**src/rtl/l2_pkg.sv**
```systemverilog
// ============================================================================
//  Module   : l2_pkg
//  Purpose  : Shared constants, FSM state type and request record for the
//             L2 data-array sequencer.
//  Revision : 1.0 - initial release
// ============================================================================
`default_nettype none

package l2_pkg;

  localparam int L2_DATA_WIDTH = 256;
  localparam int L2_ADDR_WIDTH = 4;
  localparam int L2_NUM_WMASKS = L2_DATA_WIDTH / 8;

  typedef enum logic [2:0] {
    ST_INIT = 3'd0,
    ST_IDLE = 3'd1,
    ST_CMD  = 3'd2,
    ST_CAPT = 3'd3,
    ST_RESP = 3'd4
  } l2_darray_state_t;

  typedef struct packed {
    logic                     we;
    logic [L2_ADDR_WIDTH-1:0] addr;
    logic [L2_NUM_WMASKS-1:0] wmask;
    logic [L2_DATA_WIDTH-1:0] wdata;
  } l2_darray_req_t;

  // One-hot vector for a two-requester index.
  function automatic logic [1:0] l2_onehot2(input logic idx);
    return idx ? 2'b10 : 2'b01;
  endfunction

endpackage

`default_nettype wire

```
**src/rtl/l2_rr_arb2.sv**
```systemverilog
// ============================================================================
//  Module   : l2_rr_arb2
//  Purpose  : Two-input round-robin arbiter. When both inputs request, the
//             pointer decides; after every taken grant the pointer moves to
//             the other requester.
//  Revision : 1.0 - initial release
// ============================================================================
`default_nettype none

module l2_rr_arb2 (
  input  logic       clk,
  input  logic       rst,
  input  logic [1:0] req,
  input  logic       advance,
  output logic [1:0] gnt
);

  logic rr_ptr;

  // Grant: contested -> pointer wins, otherwise the lone requester.
  always_comb begin
    gnt = req;
    if (req == 2'b11) begin
      gnt = rr_ptr ? 2'b10 : 2'b01;
    end
  end

  // Pointer moves away from whoever was just served.
  always_ff @(posedge clk) begin
    if (rst) begin
      rr_ptr <= 1'b0;
    end else if (advance && (gnt != 2'b00)) begin
      rr_ptr <= ~gnt[1];
    end
  end

endmodule

`default_nettype wire

```
**src/rtl/l2_data_array_ctrl.sv**
```systemverilog
// ============================================================================
//  Module   : l2_data_array_ctrl
//  Purpose  : Sequencer + two-way arbiter in front of the single-port L2
//             data-array SRAM macro. One request in flight; macro pins are
//             driven from registers; read data is captured one cycle after
//             the command cycle and returned on the owner's resp_valid bit.
//  Options  : L2_DATA_ZERO_INIT_EN - zero every word after reset before the
//             array is opened to requesters.
//  Revision : 1.0 - initial release
// ============================================================================
`default_nettype none

module l2_data_array_ctrl
  import l2_pkg::*;
#(
  parameter int DATA_WIDTH = L2_DATA_WIDTH,
  parameter int ADDR_WIDTH = L2_ADDR_WIDTH,
  parameter int NUM_WMASKS = L2_NUM_WMASKS
) (
  input  logic                    clk,
  input  logic                    rst,
  input  logic [1:0]              req_valid,
  output logic [1:0]              req_ready,
  input  logic [1:0]              req_we,
  input  logic [2*ADDR_WIDTH-1:0] req_addr,
  input  logic [2*NUM_WMASKS-1:0] req_wmask,
  input  logic [2*DATA_WIDTH-1:0] req_wdata,
  output logic [1:0]              resp_valid,
  input  logic [1:0]              resp_ready,
  output logic [DATA_WIDTH-1:0]   resp_rdata,
  output logic                    init_done,
  output logic                    sram_csb0,
  output logic                    sram_web0,
  output logic [NUM_WMASKS-1:0]   sram_wmask0,
  output logic [ADDR_WIDTH-1:0]   sram_addr0,
  output logic [DATA_WIDTH-1:0]   sram_din0,
  input  logic [DATA_WIDTH-1:0]   sram_dout0
);

`ifdef L2_DATA_ZERO_INIT_EN
  localparam l2_darray_state_t RESET_STATE = ST_INIT;
`else
  localparam l2_darray_state_t RESET_STATE = ST_IDLE;
`endif

  l2_darray_state_t state;
  l2_darray_req_t   req_q;
  logic             owner;
  logic             csb_q;
  logic             web_q;
  logic [1:0]       gnt;
  logic             grant_idx;
  logic             accept;

  // A grant is only offered while idle and out of reset.
  assign accept    = (state == ST_IDLE) && (req_valid != 2'b00) && !rst;
  assign req_ready = accept ? gnt : 2'b00;
  assign grant_idx = gnt[1];

  l2_rr_arb2 u_arb (
    .clk     (clk),
    .rst     (rst),
    .req     (req_valid),
    .advance (accept),
    .gnt     (gnt)
  );

`ifdef L2_DATA_ZERO_INIT_EN
  logic [ADDR_WIDTH-1:0] init_cnt;
  logic                  init_done_q;
  logic                  init_active;

  // The zeroing sweep owns the macro pins; held off while rst is high.
  assign init_active = (state == ST_INIT) && !rst;
  assign sram_csb0   = init_active ? 1'b0 : csb_q;
  assign sram_web0   = init_active ? 1'b0 : web_q;
  assign sram_wmask0 = init_active ? '1   : req_q.wmask;
  assign sram_addr0  = init_active ? init_cnt : req_q.addr;
  assign sram_din0   = init_active ? '0   : req_q.wdata;
  assign init_done   = init_done_q;
`else
  assign sram_csb0   = csb_q;
  assign sram_web0   = web_q;
  assign sram_wmask0 = req_q.wmask;
  assign sram_addr0  = req_q.addr;
  assign sram_din0   = req_q.wdata;
  assign init_done   = 1'b1;
`endif

  // Main sequencer: grant capture, macro command, read capture, response.
  always_ff @(posedge clk) begin
    if (rst) begin
      state      <= RESET_STATE;
      req_q      <= '0;
      owner      <= 1'b0;
      csb_q      <= 1'b1;
      web_q      <= 1'b1;
      resp_valid <= 2'b00;
      resp_rdata <= '0;
`ifdef L2_DATA_ZERO_INIT_EN
      init_cnt    <= '0;
      init_done_q <= 1'b0;
`endif
    end else begin
      case (state)
        ST_INIT: begin
`ifdef L2_DATA_ZERO_INIT_EN
          init_cnt <= init_cnt + 1'b1;
          if (init_cnt == {ADDR_WIDTH{1'b1}}) begin
            state       <= ST_IDLE;
            init_done_q <= 1'b1;
          end
`else
          state <= ST_IDLE;
`endif
        end
        ST_IDLE: begin
          if (accept) begin
            req_q.we    <= req_we[grant_idx];
            req_q.addr  <= req_addr[grant_idx*ADDR_WIDTH +: ADDR_WIDTH];
            req_q.wmask <= req_wmask[grant_idx*NUM_WMASKS +: NUM_WMASKS];
            req_q.wdata <= req_wdata[grant_idx*DATA_WIDTH +: DATA_WIDTH];
            owner       <= grant_idx;
            csb_q       <= 1'b0;
            web_q       <= ~req_we[grant_idx];
            state       <= ST_CMD;
          end
        end
        ST_CMD: begin
          // Macro latches at the end of this cycle; deselect right after.
          csb_q <= 1'b1;
          web_q <= 1'b1;
          if (req_q.we) begin
            resp_valid <= l2_onehot2(owner);
            resp_rdata <= '0;
            state      <= ST_RESP;
          end else begin
            state <= ST_CAPT;
          end
        end
        ST_CAPT: begin
          resp_rdata <= sram_dout0;
          resp_valid <= l2_onehot2(owner);
          state      <= ST_RESP;
        end
        ST_RESP: begin
          if (resp_ready[owner]) begin
            resp_valid <= 2'b00;
            state      <= ST_IDLE;
          end
        end
        default: state <= ST_IDLE;
      endcase
    end
  end

endmodule

`default_nettype wire

```
**config.mk**
```make
export PLATFORM = sky130hd
export DESIGN_NAME = l2_data_array_ctrl
export DESIGN_NICKNAME = d
export VERILOG_FILES = /design/src/rtl/l2_pkg.sv /design/src/rtl/l2_rr_arb2.sv /design/src/rtl/l2_data_array_ctrl.sv
export SDC_FILE = /design/constraint.sdc
export NUM_CORES = 1
export LEC_CHECK = 0
export ABC_AREA = 1
export BUFFER_PORTS_ARGS = -buffer_cell sky130_fd_sc_hd__buf_2
export CAP_MARGIN = 20
export CELL_PAD_IN_SITES_DETAIL_PLACEMENT = 0
export CELL_PAD_IN_SITES_GLOBAL_PLACEMENT = 1
export CORE_AREA = 3 3 553 555
export CTS_BUF_LIST = sky130_fd_sc_hd__clkbuf_2
export DETAILED_ROUTE_END_ITERATION = 8
export DIE_AREA = 0 0 556 558
export HOLD_SLACK_MARGIN = 0.05
export PLACE_DENSITY = 0.3
export SETUP_SLACK_MARGIN = 0.5
export SYNTH_ARGS = -nofsm -noshare
export SYNTH_HDL_FRONTEND = slang
export SYNTH_SLANG_ARGS = --single-unit
export TNS_END_PERCENT = 10
```
**constraint.sdc**
```tcl
create_clock -name clk -period 1.9 [get_ports clk]
set_input_delay 0.285 -clock clk [delete_from_list [all_inputs] [get_ports clk]]
set_output_delay 0.285 -clock clk [all_outputs]
set_load 0.03 [all_outputs]
```
==> results.sh, run 1 <==
export IMPL_status="aborted with a tool error"
export IMPL_stop_stage="4_1_cts"
export IMPL_error="[ERROR RSZ-0060] Max buffer count reached."
export IMPL_synth_top_area_share_pct=44.0
export IMPL_num_rows=202
export IMPL_synth_seq_area_share_pct=44.0
export IMPL_synth_area_leaders="dfxtp_1 (44%), nand2_1 (17%), buf_4 (8.7%)"
export IMPL_h_tree_depth=4
export IMPL_die_w_um=556
export IMPL_cts_setup_buffers=9
export IMPL_io_buffers=1401
export IMPL_io_pins=1403
export IMPL_async_reset_ff_share_pct=0
export IMPL_yosysTopAreaCell="dfxtp_1"
export IMPL_yosys_warnings=0
export IMPL_syn_inst=3722
export IMPL_synth_ff_type="dfxtp_1"
export IMPL_cts_root_buf="clkbuf_2"
export IMPL_synth_edf_count=0
export IMPL_holdBufCountCts=1809
export IMPL_syn_avg_cell_area_um2=6.82
export IMPL_die_y_um=558
export IMPL_place_gp_congestion=0.802
export IMPL_dp_hpwl_mm=168
export IMPL_placed_cells=8689
export IMPL_cts_resized=898
export IMPL_initial_utilization_pct=8.40
export IMPL_synth_distinct_cells=18
export IMPL_synth_seq_cells=558
export IMPL_synthesis_nets=4570
export IMPL_syn_area_um2=25400
export IMPL_clockBufferDepth=4
export IMPL_numCtsBuffers=200
export IMPL_clock_sinks=558
## cells by family after synthesis
group	Yosys count	synth area share (%)
AOI/OAI and AO/OA	553	10.9
buffers and inverters	588	13.8
DFF	558	44.0
other	1	0.0148
and+or+nand+nor	2022	31.3
## cell usage after synthesis, types with 2 or more instances
library cell  number
dfxtp_1          558
nor2_1           589
clkbuf_1         125
nor2_2             2
nand4_1            2
inv_2              4
inv_1             16
nand3_1          264
a21oi_1          258
nand2_1         1163
buf_1              8
buf_2            140
buf_4            295
o21ai_0          294
## metrics by stage
| stage | worst slack, ps | cell area, um^2 |
|---|---|---|
| after floorplan | 407 | 25400 |
| after global placement | 42.2 | 35700 |
| after detailed placement | 31.1 | 35700 |
==> run 2: changes to the inputs <==
CELL_PAD_IN_SITES_DETAIL_PLACEMENT = unset   (was 0)
CELL_PAD_IN_SITES_GLOBAL_PLACEMENT = unset   (was 1)
CORE_AREA = 3 3 548 550   (was 3 3 553 555)
CTS_BUF_LIST = unset   (was sky130_fd_sc_hd__clkbuf_2)
DIE_AREA = 0 0 551 553   (was 0 0 556 558)
HOLD_SLACK_MARGIN = unset   (was 0.05)
PLACE_DENSITY = unset   (was 0.3)
PLACE_DENSITY_LB_ADDON = 0.15   (was unset)
SETUP_SLACK_MARGIN = unset   (was 0.5)
==> run 2 against run 1 <==
The flow now finishes, with violations (setup timing). Synthesized cell count unchanged. Area after synthesis unchanged.
==> results.sh, run 2 <==
export IMPL_fmax_ghz=0.446
export IMPL_yosysMostFrequentCell="nand2_1"
export IMPL_vias_per_cell=3.30
export IMPL_finalSetupViolations=2
export IMPL_synthesis_nets=4570
export IMPL_final_max_slew_violation_count=0
export IMPL_synth_common_cells="nand2_1 (1163), nor2_1 (589), dfxtp_1 (558), buf_4 (295), o21ai_0 (294)"
export IMPL_insertion_delay_ps=820
export IMPL_grt_ovfl_total=0
export IMPL_cp_end_kind="output port"
export IMPL_io_buffers=1401
export IMPL_synth_seq_cells=558
export IMPL_cts_root_buf="clkbuf_16"
export IMPL_synth_ff_type="dfxtp_1"
export IMPL_cts_tree="built"
export IMPL_slew_headroom_pct=48.2
export IMPL_syn_inst=3722
export IMPL_grt_pass1_vias=32960
export IMPL_grt_start_max_net_pins=116
export IMPL_grt_total_usage_pct=13.1
export IMPL_min_from="req_wdata[438]"
export IMPL_dp_hpwl_mm=172
export IMPL_cp_start_kind="register"
export IMPL_wl_mm=212
export IMPL_cpPeakStageDelay_ps=320
export IMPL_synth_seq_area_share_pct=44.0
export IMPL_powerDensity_nw_per_um2=1370
export IMPL_cp_arrival_ps=1960
export IMPL_antenna_found_initial=75
export IMPL_crit_fanout=2
export IMPL_initial_utilization_pct=8.56
export IMPL_grt_pass1_wl_mm=279
export IMPL_clock_sinks=558
export IMPL_synth_distinct_cells=18
export IMPL_p_leak_nw=21.7
export IMPL_layout_nets=6479
export IMPL_maxCapViolCount=0
export IMPL_finalHoldViolations=0
export IMPL_critPathMostFrequentCell="buf_12"
export IMPL_synth_edf_count=0
export IMPL_yosys_warnings=0
export IMPL_reg2reg_slack_ps=30
export IMPL_synth_area_leaders="dfxtp_1 (44%), nand2_1 (17%), buf_4 (8.7%)"
export IMPL_h_tree_depth=3
export IMPL_r2r_start="u_arb.rr_ptr$_SDFFE_PP0P_"
export IMPL_status="finished with violations"
export IMPL_layout_common_cells="buf_2 (1386), nand2_1 (1158), dlygate4sd3_1 (833)"
export IMPL_area_growth_pct=85.3
export IMPL_min_path_type="input port to register"
export IMPL_cp_required_ps=1620
export IMPL_async_reset_ff_share_pct=0
export IMPL_final_common_cell="buf_2"
export IMPL_fin_crit_sh_pct=118
export IMPL_fin_crit_ps=2240
export IMPL_placed_cells=8641
export IMPL_synth_top_area_share_pct=44.0
export IMPL_drive_above_1_share_pct=30.3
export IMPL_worst_pin_slew_ps=778
export IMPL_syn_avg_cell_area_um2=6.82
export IMPL_fin_ws_ps=-344
export IMPL_place_gp_congestion=0.891
export IMPL_fp_dieArea_um2=305000
export IMPL_path_buf_inv=4
export IMPL_die_y_um=553
export IMPL_rsz0062_at_grt="yes"
export IMPL_path_cells="inv_2 -> nand2_4 -> nor3_4 -> buf_12 -> nand2_8 -> buf_6 -> nor2_4 -> buf_12"
export IMPL_via_count=31823
export IMPL_fin_skew_ps=98.4
export IMPL_ir_worst_vdd_uv=685
export IMPL_critPathLaunch="state[2]$_SDFFE_PP0P_"
export IMPL_reg2regPathDepth=9
export IMPL_final_cells=9647
export IMPL_die_w_um=551
export IMPL_violations="setup timing"
export IMPL_placed_area_um2=35600
export IMPL_drt_initial_drc_count=1705
export IMPL_hold_path_end="sram_din0[182]$_SDFFE_PP0P_"
export IMPL_clockBufferDepth=4
export IMPL_num_rows=200
export IMPL_setup_tns_final_ps=-654
export IMPL_io_pins=1403
export IMPL_drcViolationCount=0
export IMPL_clk_pin_slew_ps=50
export IMPL_cp_top_family="buffers and inverters"
export IMPL_finish_instance_area_um2=47000
export IMPL_yosysTopAreaCell="dfxtp_1"
export IMPL_crit_type="register to output port"
export IMPL_coreArea_um2=296000
export IMPL_holdPathStages=5
export IMPL_first_pass_iters=7
export IMPL_drtAntennaViolNets=0
export IMPL_crit_slowest_cell="dfxtp_2"
export IMPL_syn_area_um2=25400
export IMPL_numCtsBuffers=86
export IMPL_r2r_end="sram_din0[181]$_SDFFE_PP0P_"
export IMPL_routedWlPerCell_um=22.0
run 2: cell counts after synthesis:
No cell type changed its count.
run 2: logic make-up (layout without fill, tap and decap cells):
logic type | Yosys count | in the layout | synth area share (%)
compound gates | 553 | 553 | 10.9
simple gates | 2022 | 2022 | 31.3
flops | 558 | 558 | 44.0
buf+inv | 588 | 2558 | 13.8
other cells | 1 | 17 | 0.0148
run 2: area by class of cell:
cell class,count,area [um^2]
multi-input cells,2576,10800
repair buffers,2388,17100
well taps,3939,4930
clock buffers,120,2450
fillers,34205,249000
repair inverters,1,11.3
clock inverters,29,308
diodes,16,40.0
inverters,20,116
flip-flops and latches,558,11200
run 2: through the flow:
step	setup slack [ps]	hold WS [ps]	power, mW	utilization (%)
after detailed placement	-90.7	450	47.2	12.0
final	-344	65.0	64.2	15.9
after CTS	-554	0.163	65.8	15.8
after global placement	-100	447	47.3	12.0
after floorplan	105	448	35.4	-
after global routing	-472	31.4	68.4	15.9
run 2: power by group:
group          internal (mW)  switching (mW)
registers               15.2            1.81
clock network           9.53            6.58
logic                   8.63            22.4
total                   33.3            30.8
run 2: worst max path at each step:
stage | depth (start not counted) | endpoint | slack [ps]
after floorplan | 7 | req_ready[0] | 100
after global placement | 11 | sram_din0[221]$_SDFFE_PP0P_ | -100
after detailed placement | 11 | sram_din0[221]$_SDFFE_PP0P_ | -90
after CTS | 8 | req_ready[1] | -550
after global routing | 8 | req_ready[1] | -470
final | 8 | req_ready[1] | -340
run 2: routing by layer:
layer  vias to the layer above  track usage (%)  share of wire (%)  wire, um
met5                         -                0               0.14       292
met4                        48             2.76                2.3      4800
met3                       259             5.75                 11     22500
met2                      1282             21.8                 46     97400
met1                     14849             15.5                 41     86800
li1                      15385                -                  -         -
run 2: what timing repair did:
item                                    in CTS  in global routing
cloned                                       0                  2
pin swaps                                    3                  4
resized for setup                           34                 20
endpoints found under the hold margin      549                  1
setup buffers                                5                  1
hold buffers                               832                  1
endpoints found under the setup margin      66                 53
run 2: worst min-delay path: stages:
cell,delay [ps]
buf_2,70
nand2_1,150
nand2_1,130
nor2_1,50
nor2_1,80
Note: power is estimated with default switching activity, not from simulation.
==> run 3: changes to the inputs <==
SYNTH_HIERARCHICAL = 1   (was unset)
==> run 3 against run 2 <==
The run still ends with setup timing left. Cell area grew 1.6%. Final cell count grew 0.40%. Non-clock buffer count increased by 37. Utilization is 0.26 points higher. Clock skew fell by 8.4 ps. Die area unchanged. Critical path depth fell by 2. Worst hold slack improved by 89 ps. Sequential cell count stayed put. Total power shrank 12%. Area after synthesis increased by 0.20%.
==> results.sh, run 3 <==
export IMPL_clockBufferDepth=4
export IMPL_fin_skew_ps=90.0
export IMPL_cpPeakStageDelay_ps=340
export IMPL_multiInputGateArea_um2=11000
export IMPL_worst_pin_slew_ps=561
export IMPL_num_rows=200
export IMPL_place_ws_ps=-165
export IMPL_fin_crit_sh_pct=110
export IMPL_ir_worst_vdd_uv=593
export IMPL_drive_above_1_share_pct=31.5
export IMPL_status="finished with violations"
export IMPL_antenna_found_initial=59
export IMPL_syn_avg_cell_area_um2=6.83
export IMPL_rsz0062_at_grt="yes"
export IMPL_final_max_slew_violation_count=0
export IMPL_path_cells="inv_4 -> a21boi_4 -> buf_12 -> inv_16 -> nor2_4 -> buf_12"
export IMPL_yosysTopAreaCell="dfxtp_1"
export IMPL_synth_seq_area_share_pct=43.9
export IMPL_coreArea_um2=296000
export IMPL_fin_crit_ps=2090
export IMPL_finalHoldViolations=0
export IMPL_numCtsBuffers=87
export IMPL_synth_edf_count=0
export IMPL_maxCapViolCount=0
export IMPL_final_common_cell="nand2_1"
export IMPL_io_buffers=1401
export IMPL_io_pins=1403
export IMPL_clock_sinks=558
export IMPL_met3_length_mm=17.4
export IMPL_synth_ff_type="dfxtp_1"
export IMPL_wl_met1_mm=75.9
export IMPL_cp_required_ps=1620
export IMPL_violations="setup timing"
export IMPL_crit_slowest_cell="dfxtp_2"
export IMPL_cts_root_buf="clkbuf_16"
export IMPL_syn_inst=3723
export IMPL_finalSetupViolations=13
export IMPL_layout_common_cells="nand2_1 (1667), buf_2 (1378), dlygate4sd3_1 (845)"
export IMPL_synth_distinct_cells=23
export IMPL_die_y_um=553
export IMPL_p_leak_nw=22.8
export IMPL_fp_dieArea_um2=305000
export IMPL_critPathMostFrequentCell="buf_12"
export IMPL_wl_mm=195
export IMPL_min_path_type="input port to register"
export IMPL_cts_tree="built"
export IMPL_placed_cells=8660
export IMPL_synth_top_area_share_pct=43.9
export IMPL_wl_met2_mm=95.8
export IMPL_dp_hpwl_mm=154
export IMPL_syn_area_um2=25400
export IMPL_fin_ws_ps=-187
export IMPL_fmax_ghz=0.479
export IMPL_crit_fanout=2
export IMPL_synth_seq_cells=558
export IMPL_first_pass_iters=5
export IMPL_grt_ovfl_total=0
export IMPL_whs_ps=154
export IMPL_insertion_delay_ps=800
export IMPL_fillers=34108
export IMPL_layout_nets=6519
export IMPL_ff_latch_area_um2=11200
export IMPL_maxUsedRoutingLayer="met5"
export IMPL_synthesis_nets=4571
export IMPL_die_w_um=551
export IMPL_setup_tns_final_ps=-412
export IMPL_synth_common_cells="nand2_1 (1739), dfxtp_1 (558), nand3_1 (554), buf_4 (311), a21oi_1 (258)"
export IMPL_cp_end_kind="output port"
export IMPL_synth_area_leaders="dfxtp_1 (44%), nand2_1 (26%), nand3_1 (11%)"
export IMPL_yosysMostFrequentCell="nand2_1"
export IMPL_drtAntennaViolNets=0
export IMPL_via_count=31843
export IMPL_initial_utilization_pct=8.58
export IMPL_cp_start_kind="register"
export IMPL_grt_pass1_vias=33183
export IMPL_area_growth_pct=87.9
export IMPL_grt_total_usage_pct=12.0
export IMPL_drcViolationCount=0
export IMPL_yosys_warnings=6
export IMPL_h_tree_depth=3
export IMPL_grt_start_max_net_pins=73
export IMPL_powerDensity_nw_per_um2=1190
export IMPL_async_reset_ff_share_pct=0
export IMPL_drt_initial_drc_count=1611
export IMPL_grt_pass1_wl_mm=262
export IMPL_vias_per_cell=3.29
export IMPL_cp_arrival_ps=1800
export IMPL_final_cells=9686
export IMPL_slew_headroom_pct=62.6
export IMPL_clk_pin_slew_ps=50
export IMPL_crit_type="register to output port"
export IMPL_routedWlPerCell_um=20.1
export IMPL_place_gp_congestion=0.882
## run 3: repair_timing
action	4_1_cts	5_1_grt
gates cloned	2	4
hold buffers	844	1
setup buffers	8	3
gates resized for setup	41	118
endpoints found under the hold margin	551	1
setup endpoints to repair	53	109
pin swaps	5	15
## run 3: cell families (layout without fill, tap and decap cells)
group,after synthesis,in the layout,share of synthesized area (%)
AO/OA/AOI/OAI,266,266,5.29
AND/OR/NAND/NOR,2309,2309,36.9
buffers and inverters,589,2600,13.8
flip-flops,558,558,43.9
other,1,14,0.0147
## run 3: worst paths after layout
kind	from	slack (ps)	end	cells after the start
max	u_arb/rr_ptr$_SDFFE_PP0P_	-190	req_ready[1]	6
min	req_valid[0]	150	state[0]$_SDFFE_PP1P_	4
min reg2reg	resp_rdata[126]$_SDFFE_PP0P_	460	resp_rdata[126]$_SDFFE_PP0P_	2
max reg2reg	u_arb/rr_ptr$_SDFFE_PP0P_	-20	req_q[292]$_SDFFE_PP0P_	12
## run 3: through the flow
stage	area [um^2]	power [mW]	util, %
global placement	35800	39.7	12.1
finish	47800	56.7	16.1
global route	47700	60.2	16.1
detailed placement	35800	39.6	12.1
floorplan	25400	30.4	-
CTS	47200	58.1	15.9
## run 3: worst max-delay path: cells and delay by family (launching register included)
kind                   cells  cell delay [ps]
DFF                        1              340
AOI/OAI and AO/OA          1              210
buffers and inverters      4              380
and+or+nand+nor            1              150
## run 3: area by class of cell
class	instances	area share [%]
inverters	21	0.251
repair buffers	2425	36.9
clock inverters	21	0.403
repair inverters	2	0.105
clock buffers	131	5.39
multi-input cells	2576	23.1
flip-flops and latches	558	23.4
diodes	13	0.0681
well taps	3939	10.3
## run 3: per-layer routing
layer	track usage [%]	vias to the layer above
met1	13.2	14805
met5	0	-
met2	21.7	1248
li1	-	15488
met3	4.47	276
met4	3.08	26
## run 3: power breakdown
group          switching [mW]  leakage [nW]  internal [mW]
Combinational            17.1          16.9           7.41
Clock                    6.50          1.36           9.58
Sequential               1.59          4.56           14.4
